**src/rtl/seq_alu_pkg.sv**
```systemverilog
// Shared types and constants for seq_alu.
//   op_t    : 4-bit operation code (10..15 reserved, not enumerated)
//   state_t : control FSM states
//   Flag*   : bit positions of C/Z/V/N inside the packed flag register
package seq_alu_pkg;

  typedef enum logic [3:0] {
    OpAdd = 4'd0,
    OpSub = 4'd1,
    OpAdc = 4'd2,
    OpSbc = 4'd3,
    OpAnd = 4'd4,
    OpOr  = 4'd5,
    OpXor = 4'd6,
    OpShl = 4'd7,
    OpShr = 4'd8,
    OpAsr = 4'd9
  } op_t;

  typedef enum logic [1:0] {
    StIdle,
    StExec,
    StShift
  } state_t;

  localparam int unsigned FlagC = 3;
  localparam int unsigned FlagZ = 2;
  localparam int unsigned FlagV = 1;
  localparam int unsigned FlagN = 0;

  // Subtract-type ops feed the adder with the inverted B operand.
  function automatic logic is_sub(op_t op);
    return (op == OpSub) || (op == OpSbc);
  endfunction

endpackage

```
**src/rtl/alu_addsub.sv**
```systemverilog
// Combinational WIDTH-bit adder/subtractor.
//   a, b     : operands
//   sub      : invert b (two's-complement subtract when cin=1)
//   cin      : carry in
//   sum      : low WIDTH bits of a + b' + cin
//   carry    : bit WIDTH of the internal sum (no-borrow for subtract)
//   overflow : signed overflow of the effective addition
module alu_addsub #(
  parameter int unsigned WIDTH = 8
) (
  input  logic [WIDTH-1:0] a,
  input  logic [WIDTH-1:0] b,
  input  logic             sub,
  input  logic             cin,
  output logic [WIDTH-1:0] sum,
  output logic             carry,
  output logic             overflow
);

  logic [WIDTH-1:0] b_eff;
  logic [WIDTH:0]   full;

  assign b_eff    = sub ? ~b : b;
  assign full     = {1'b0, a} + {1'b0, b_eff} + {{WIDTH{1'b0}}, cin};
  assign sum      = full[WIDTH-1:0];
  assign carry    = full[WIDTH];
  assign overflow = (a[WIDTH-1] == b_eff[WIDTH-1]) && (sum[WIDTH-1] != a[WIDTH-1]);

endmodule

```
**src/rtl/seq_alu.sv**
```systemverilog
// Registered multi-cycle ALU with start/busy/done handshake.
//   clk, rst        : clock, synchronous active-high reset
//   start, op       : request and opcode (accepted only while busy=0)
//   port_a, port_b  : operands; port_b[SHAMT_W-1:0] is the shift amount
//   output_port     : registered result, held between operations
//   busy            : operation in progress (EXEC or SHIFT)
//   done            : one-cycle pulse when result/flags are committed
//   carry, zero, overflow, negative : registered flags
module seq_alu
  import seq_alu_pkg::*;
#(
  parameter int unsigned WIDTH   = 8,
  parameter int unsigned SHAMT_W = $clog2(WIDTH)
) (
  input  logic             clk,
  input  logic             rst,
  input  logic             start,
  input  logic [3:0]       op,
  input  logic [WIDTH-1:0] port_a,
  input  logic [WIDTH-1:0] port_b,
  output logic [WIDTH-1:0] output_port,
  output logic             busy,
  output logic             done,
  output logic             carry,
  output logic             zero,
  output logic             overflow,
  output logic             negative
);

  state_t             state_q, state_d;
  op_t                op_q, op_d;
  logic [WIDTH-1:0]   a_q, a_d;
  logic [WIDTH-1:0]   b_q, b_d;
  logic [WIDTH-1:0]   res_q, res_d;
  logic [WIDTH-1:0]   sh_q, sh_d;
  logic [SHAMT_W-1:0] cnt_q, cnt_d;
  logic [3:0]         flags_q, flags_d;
  logic               done_q, done_d;

  logic [SHAMT_W-1:0] amt;
  logic               as_cin;
  logic [WIDTH-1:0]   as_sum;
  logic               as_carry;
  logic               as_ovf;
  logic [WIDTH-1:0]   sh_next;
  logic               sh_out;

  assign amt = b_q[SHAMT_W-1:0];

  // Carry flag is stable between acceptance and EXEC, so ADC/SBC read it directly.
  always_comb begin
    as_cin = 1'b0;
    case (op_q)
      OpSub:        as_cin = 1'b1;
      OpAdc, OpSbc: as_cin = flags_q[FlagC];
      default:      as_cin = 1'b0;
    endcase
  end

  alu_addsub #(
    .WIDTH (WIDTH)
  ) u_addsub (
    .a        (a_q),
    .b        (b_q),
    .sub      (is_sub(op_q)),
    .cin      (as_cin),
    .sum      (as_sum),
    .carry    (as_carry),
    .overflow (as_ovf)
  );

  // One-bit shift step and the bit it drops.
  always_comb begin
    sh_next = sh_q;
    sh_out  = 1'b0;
    case (op_q)
      OpShl: begin
        sh_next = {sh_q[WIDTH-2:0], 1'b0};
        sh_out  = sh_q[WIDTH-1];
      end
      OpShr: begin
        sh_next = {1'b0, sh_q[WIDTH-1:1]};
        sh_out  = sh_q[0];
      end
      default: begin
        sh_next = {sh_q[WIDTH-1], sh_q[WIDTH-1:1]};
        sh_out  = sh_q[0];
      end
    endcase
  end

  always_comb begin
    state_d = state_q;
    op_d    = op_q;
    a_d     = a_q;
    b_d     = b_q;
    res_d   = res_q;
    sh_d    = sh_q;
    cnt_d   = cnt_q;
    flags_d = flags_q;
    done_d  = 1'b0;

    case (state_q)
      StIdle: begin
        if (start) begin
          op_d    = op_t'(op);
          a_d     = port_a;
          b_d     = port_b;
          state_d = StExec;
        end
      end

      StExec: begin
        state_d = StIdle;
        done_d  = 1'b1;
        case (op_q)
          OpAdd, OpSub, OpAdc, OpSbc: begin
            res_d          = as_sum;
            flags_d[FlagC] = as_carry;
            flags_d[FlagV] = as_ovf;
            flags_d[FlagZ] = (as_sum == '0);
            flags_d[FlagN] = as_sum[WIDTH-1];
          end
          OpAnd, OpOr, OpXor: begin
            res_d = (op_q == OpAnd) ? (a_q & b_q) :
                    (op_q == OpOr)  ? (a_q | b_q) : (a_q ^ b_q);
            flags_d[FlagV] = 1'b0;
            flags_d[FlagZ] = (res_d == '0);
            flags_d[FlagN] = res_d[WIDTH-1];
          end
          OpShl, OpShr, OpAsr: begin
            if (amt == '0) begin
              // Zero-amount shift passes A through; carry keeps its value.
              res_d          = a_q;
              flags_d[FlagV] = 1'b0;
              flags_d[FlagZ] = (a_q == '0);
              flags_d[FlagN] = a_q[WIDTH-1];
            end else begin
              sh_d    = a_q;
              cnt_d   = amt;
              state_d = StShift;
              done_d  = 1'b0;
            end
          end
          default: ; // reserved: pulse done only
        endcase
      end

      StShift: begin
        sh_d  = sh_next;
        cnt_d = cnt_q - SHAMT_W'(1);
        if (cnt_q == SHAMT_W'(1)) begin
          res_d          = sh_next;
          flags_d[FlagC] = sh_out;
          flags_d[FlagV] = 1'b0;
          flags_d[FlagZ] = (sh_next == '0);
          flags_d[FlagN] = sh_next[WIDTH-1];
          done_d         = 1'b1;
          state_d        = StIdle;
        end
      end

      default: state_d = StIdle;
    endcase
  end

  always_ff @(posedge clk) begin
    if (rst) begin
      state_q <= StIdle;
      op_q    <= OpAdd;
      a_q     <= '0;
      b_q     <= '0;
      res_q   <= '0;
      sh_q    <= '0;
      cnt_q   <= '0;
      flags_q <= '0;
      done_q  <= 1'b0;
    end else begin
      state_q <= state_d;
      op_q    <= op_d;
      a_q     <= a_d;
      b_q     <= b_d;
      res_q   <= res_d;
      sh_q    <= sh_d;
      cnt_q   <= cnt_d;
      flags_q <= flags_d;
      done_q  <= done_d;
    end
  end

  assign output_port = res_q;
  assign busy        = (state_q != StIdle);
  assign done        = done_q;
  assign carry       = flags_q[FlagC];
  assign zero        = flags_q[FlagZ];
  assign overflow    = flags_q[FlagV];
  assign negative    = flags_q[FlagN];

endmodule

```
**config.mk**
```make
export PLATFORM = sky130hd
export DESIGN_NAME = seq_alu
export DESIGN_NICKNAME = d
export VERILOG_FILES = /design/src/rtl/seq_alu_pkg.sv /design/src/rtl/alu_addsub.sv /design/src/rtl/seq_alu.sv
export SDC_FILE = /design/constraint.sdc
export NUM_CORES = 1
export LEC_CHECK = 0
export CORE_MARGIN = 5
export CORE_UTILIZATION = 60
export DETAILED_ROUTE_END_ITERATION = 12
export GPL_ROUTABILITY_DRIVEN = 0
export GPL_TIMING_DRIVEN = 0
export MAX_ROUTING_LAYER = met4
export PLACE_DENSITY_LB_ADDON = 0.15
export SETUP_SLACK_MARGIN = 0.15
export SLEW_MARGIN = 20
export SYNTH_ARGS = -nofsm -noshare
export SYNTH_HDL_FRONTEND = slang
export SYNTH_HIERARCHICAL = 1
export SYNTH_SLANG_ARGS = --single-unit
```
**constraint.sdc**
```tcl
create_clock -name clk -period 12.2 [get_ports clk]
set_clock_uncertainty 0.15 [all_clocks]
set_input_delay 2.44 -clock clk [delete_from_list [all_inputs] [get_ports clk]]
set_output_delay 2.44 -clock clk [all_outputs]
set_load 0.05 [all_outputs]
```
# After elaboration in Yosys (flattened, before gate mapping)
# Index checks and enable logic that the tools add are counted.
# op_classes
eq_ne	21
mux	30
add_sub_neg	3
reduce_logical	20
bitwise	4
# op_table
cell	count
two-way mux 8 bit	7
one-hot mux 8 bit (2 select lines)	3
logical NOT 8 bit	4
one-hot mux 8 bit (3 select lines)	1
equality test 4 x 3 -> 1 bit, second input constant	4
adder 8 x 8 -> 9 bit	1
adder 9 x 1 -> 9 bit	1
two-way mux 3 bit	3
one-hot mux 3 bit (3 select lines)	1
bitwise AND 8 bit	1
equality test 4 x 2 -> 1 bit, second input constant	2
equality test 4 bit, second input constant	2
two-way mux 2 bit	4
inequality test 2 bit, second input constant	4
NOT 8 bit	1
bitwise OR 8 bit	1
one-hot mux 4 bit (2 select lines)	1
bitwise XOR 8 bit	1
one-hot mux 2 bit (3 select lines)	1
one-hot mux 3 bit (2 select lines)	1
AND reduction 3 bit	2
OR reduction 3 bit	2
two-way mux 1 bit	5
equality test 4 x 1 -> 1 bit, second input constant	1
other kinds (21)	24
# word_totals
output_inout_bits	14
ff_bits	46
input_bits	23
elab_cells	88

# Logic depth before layout (Yosys ltp)
# depth
depth_word	9
depth_mapped	16

# By module
# The synthesis kept the hierarchy.
# by_module_without_submodules
mod	cells_per_inst	area_each_um2	n_inst	seq_area_each_um2
seq_alu	383	2895.3	1	900.9
alu_addsub	60	465.4	1	0.0

# Worst setup path after synthesis
# OpenSTA, ideal clock, no wires.
# synth_timing
path_kind	register to register
from	register op_q[0]
to	register flags_q[2]
setup_ns	0.069
slack_ns	8.289
stages_incl_launch_ff	17
required_time_ns	11.981
t_arrival_ns	3.692
period_less_slack_ns	3.911
n_path_buf	3
path_cell_list	dfxtp_1 buf_2 buf_1 nor3b_1 buf_2 xnor2_1 fa_1 fa_1 nor2b_1 o31a_1 o31ai_1 a21boi_1 or4_1 nor4_1 a311o_1 a31oi_1 o21ai_1
# synth_via
elab_chain_cells	8
elab_cells_between_ends	31
classes_between	add/sub (2); eq/ne (11); mux (8); reduce/logical (10)
# synth_lines
item	line_no	source
start: declaration	seq_alu.sv:31	op_t op_q, op_d;
start signal: assignment	seq_alu.sv:170	op_q <= OpAdd;
start signal: assignment	seq_alu.sv:180	op_q <= op_d;
equality test 4 x 1 -> 1 bit / equality test 4 x 2 -> 1 bit (equally long branches)	seq_alu_pkg.sv:33, seq_alu.sv:53	
logical OR 1 bit	seq_alu_pkg.sv:33	return (op == OpSub) || (op == OpSbc);
two-way mux 8 bit	alu_addsub.sv:23	assign b_eff = sub ? ~b : b;
adder 8 x 8 -> 9 bit	alu_addsub.sv:24	assign full = {1'b0, a} + {1'b0, b_eff} + {{WIDTH{1'b0}}, cin};
adder 9 x 1 -> 9 bit *	alu_addsub.sv:24	
named net as_sum[6]	seq_alu.sv:42	logic [WIDTH-1:0] as_sum;
logical NOT 8 bit *	seq_alu.sv:121	flags_d[FlagZ] = (as_sum == '0);
one-hot mux 3 bit (3 select lines) *	seq_alu.sv:116	case (op_q)
one-hot mux 4 bit (2 select lines) *	seq_alu.sv:103	case (state_q)
end signal: assignment	seq_alu.sv:186	flags_q <= flags_d;
end: declaration	seq_alu.sv:37	logic [3:0] flags_q, flags_d;
# The timed path passes the listed nets; every way through them passes the cells marked *. The select of a mux whose other input is x is not followed.
# A chain may end at the register's enable or synchronous reset.

# Final worst setup path
# Same ends and word-level chain as after synthesis.

==> out/metrics.yaml <==
syn2layout_area_growth_pct: 15.8
path_class: "register to register"
r2r_setup_slack_ns: 7.60
cts_tree: "built"
die_w_um: 84.8
core_sq_um: 5470
post_cts_buffers: 0
syn_inst: 443
syn_nets: 496
wl_per_cell_um: 17.5
rows: 27
grt_usage_pct: 28.5
maxCapViolCount: 0
yosysTopAreaCell: "dfxtp_1"
irDropWorstVdd_v: 0.0000518
leakagePower_nw: 1.47
avgSynthCellArea_sq_um: 7.59
worstSetupStartpoint: "op_q[0]"
synth_top_area_share_pct: 26.8
synth.cell_area_sq_um: 3360
dp_hpwl_mm: 7.38
grt_max_degree: 16
status: "completed"
antenna_found_initial: 0
min_period_ns: 4.60
ys_seq_elements: 45
post_cts_resize_count: 0
num_io_pins: 37
cts_sinks: 45
drtIter0Drc: 378
start_util_pct: 61.4
gr-total-overflow: 0
power.density_nw_per_um2: 103
htreeDepth: 2
cts.path.max_buffers: 2
ff2ff_path_depth: 16
die_area_sq_um: 7200
synth.distinct_cells: 65
clkLatencyLatePin_ns: 0.31
slew_viol_final: 0
vias: 3464
min_period_over_period_pct: 37.7
ys_warn_count: 6
worst_setup_path_end_kind: "register"
drt_pass1_iterations: 6
max-slew-margin-rel_pct: 49.2
first_global_vias: 3361
clk_pin_slew_ns: 0.10
cts_made_buffers: 5
async_reset_ff_share_pct: 0
cp-start-kind: "register"
antenna_left: 0
setup_viol: 0
hold_buffers: 0
place_worst_setup_slack_ns: 7.71
setup_slack_ns: 7.60
nets: 538
worst_pin_slew_ns: 0.757
power_w: 0.000399
grt_pass1_wl_mm: 16.1
cp.required_ns: 12.30
die_h_um: 84.8
numPortBuffers: 35
layout-drive-gt1-share_pct: 5.35
clockRootBuffer: "clkbuf_8"
nFillCells: 467
tns_ns: 0
synth-main-ff-cell: "dfxtp_1"
synth-edff-count: 0
wl_mm: 9.77
reg2reg_from: "op_q[0]"
hold_violations: 0
worst_hold_slack_ns: 0.311
reg2reg_to: "flags_q[2]"
fmax_mhz: 217
remaining_drc_errors: 0
cp.arrival_ns: 4.70
antenna_cells: 0
synthMostInstantiatedCell: "nand2_1"
endpoint: "flags_q[2]"
min-delay-path-class: "register to register"
fin_area_sq_um: 3890
placed_area_sq_um: 3800
rsz0062_at_grt: "no"
cp_max_fo: 10
hold_path.startpoint: "cnt_q[1]"
vias_per_cell: 6.21
ys_top_cells_by_area: "dfxtp_1 (27%), ha_1 (10%), nand2_1 (8.4%), a21oi_1 (6.0%), inv_1 (4.4%)"
yosysSeqAreaShare_pct: 26.8
netlist_top_cells_count: "nand2_1 (75), dfxtp_1 (45), a21oi_1 (40)"
## area by class of cell
cell class                 instances  area [sq um]  share of cell area, %
clock inverter                     3          21.3                  0.547
clock buffer                       5          68.8                   1.77
tap                               72          90.1                   2.32
timing repair buffer              35           350                   9.00
multi-input combinational        333          2200                   56.6
buffer                            25           108                   2.77
inverter                          40           150                   3.86
sequential                        45           901                   23.2
## through the flow
step                cells  utilization, %
floorplan             443               -
global placement      550            69.5
detailed placement    550            69.5
CTS                   558            71.1
global route          558            71.1
finish                558            71.1
## registers in the layout, indices dropped and copies added, names as in the netlist
name	flops
cnt_q	3
state_q	2
op_q	4
flags_q	4
output_port	7
b_q	8
done	1
a_q	8
sh_q	8
## where the power goes
part / switching [W] / leakage, nW / internal, W
Clock: 0.0000589 / 0.0445 / 0.0000408
Sequential: 0.0000124 / 0.368 / 0.000156
Combinational: 0.0000778 / 1.05 / 0.0000536
## metal layers
| metal | wire length, um | part of all wire [%] | global-route usage, % | vias up |
|---|---|---|---|---|
| met3 | 975 | 10 | 6.89 | 58 |
| met5 | 0 | 0 | - | - |
| met4 | 443 | 4.5 | 12.8 | 0 |
| met2 | 4440 | 45 | 46.0 | 182 |
| li1 | - | - | - | 1661 |
| met1 | 3910 | 40 | 33.6 | 1563 |
## cell usage in the layout, fill, tap and decap left out, types with 4 or more instances in the layout
| master | n |
|---|---|
| buf_2 | 5 |
| o21ai_0 | 14 |
| nor2b_1 | 4 |
| a211oi_1 | 7 |
| clkdlybuf4s50_1 | 35 |
| a31oi_1 | 4 |
| o21ai_1 | 5 |
| dfxtp_1 | 45 |
| xor2_1 | 8 |
| or4_1 | 4 |
| a211o_1 | 5 |
| nor3_1 | 6 |
| nor2_1 | 27 |
| clkbuf_8 | 5 |
| nor4_1 | 4 |
| nand3_1 | 13 |
| o21a_1 | 4 |
| ha_1 | 28 |
| a311oi_1 | 4 |
| mux2i_1 | 5 |
| clkbuf_1 | 15 |
| nand2_1 | 75 |
| a21oi_1 | 40 |
| o211ai_1 | 9 |
| a32o_1 | 4 |
| inv_1 | 39 |
## kinds of logic (layout without fill, tap and decap cells)
family	Yosys count	count (layout)	synth area share [%]
simple gates	160	160	23.0
compound gates	124	124	25.4
buf+inv	65	108	7.67
flops	45	45	26.8
fa+ha+maj	30	30	11.6
xor+xnor	10	10	2.61
mux	9	9	2.94
## worst min path at each step
stage	end	slack, ns	depth (start not counted)
after floorplan	cnt_q[1]	0.28	2
after global placement	flags_q[1]	0.29	2
after detailed placement	cnt_q[1]	0.30	2
after CTS	cnt_q[1]	0.31	2
after global routing	cnt_q[1]	0.33	2
final	cnt_q[1]	0.31	2
## worst max-delay path: stages, from the launching register on
cell	delay, ns
dfxtp_1	0.38
buf_2	0.25
buf_1	0.46
nor3b_1	0.23
buf_2	0.28
xnor2_1	0.13
fa_1	0.43
fa_1	0.42
nor2b_1	0.16
o31a_1	0.18
o31ai_1	0.09
a21boi_1	0.16
or4_1	0.53
nor4_1	0.32
a311o_1	0.19
a31oi_1	0.06
o21ai_1	0.12
Note: power is estimated with default switching activity, not from simulation.
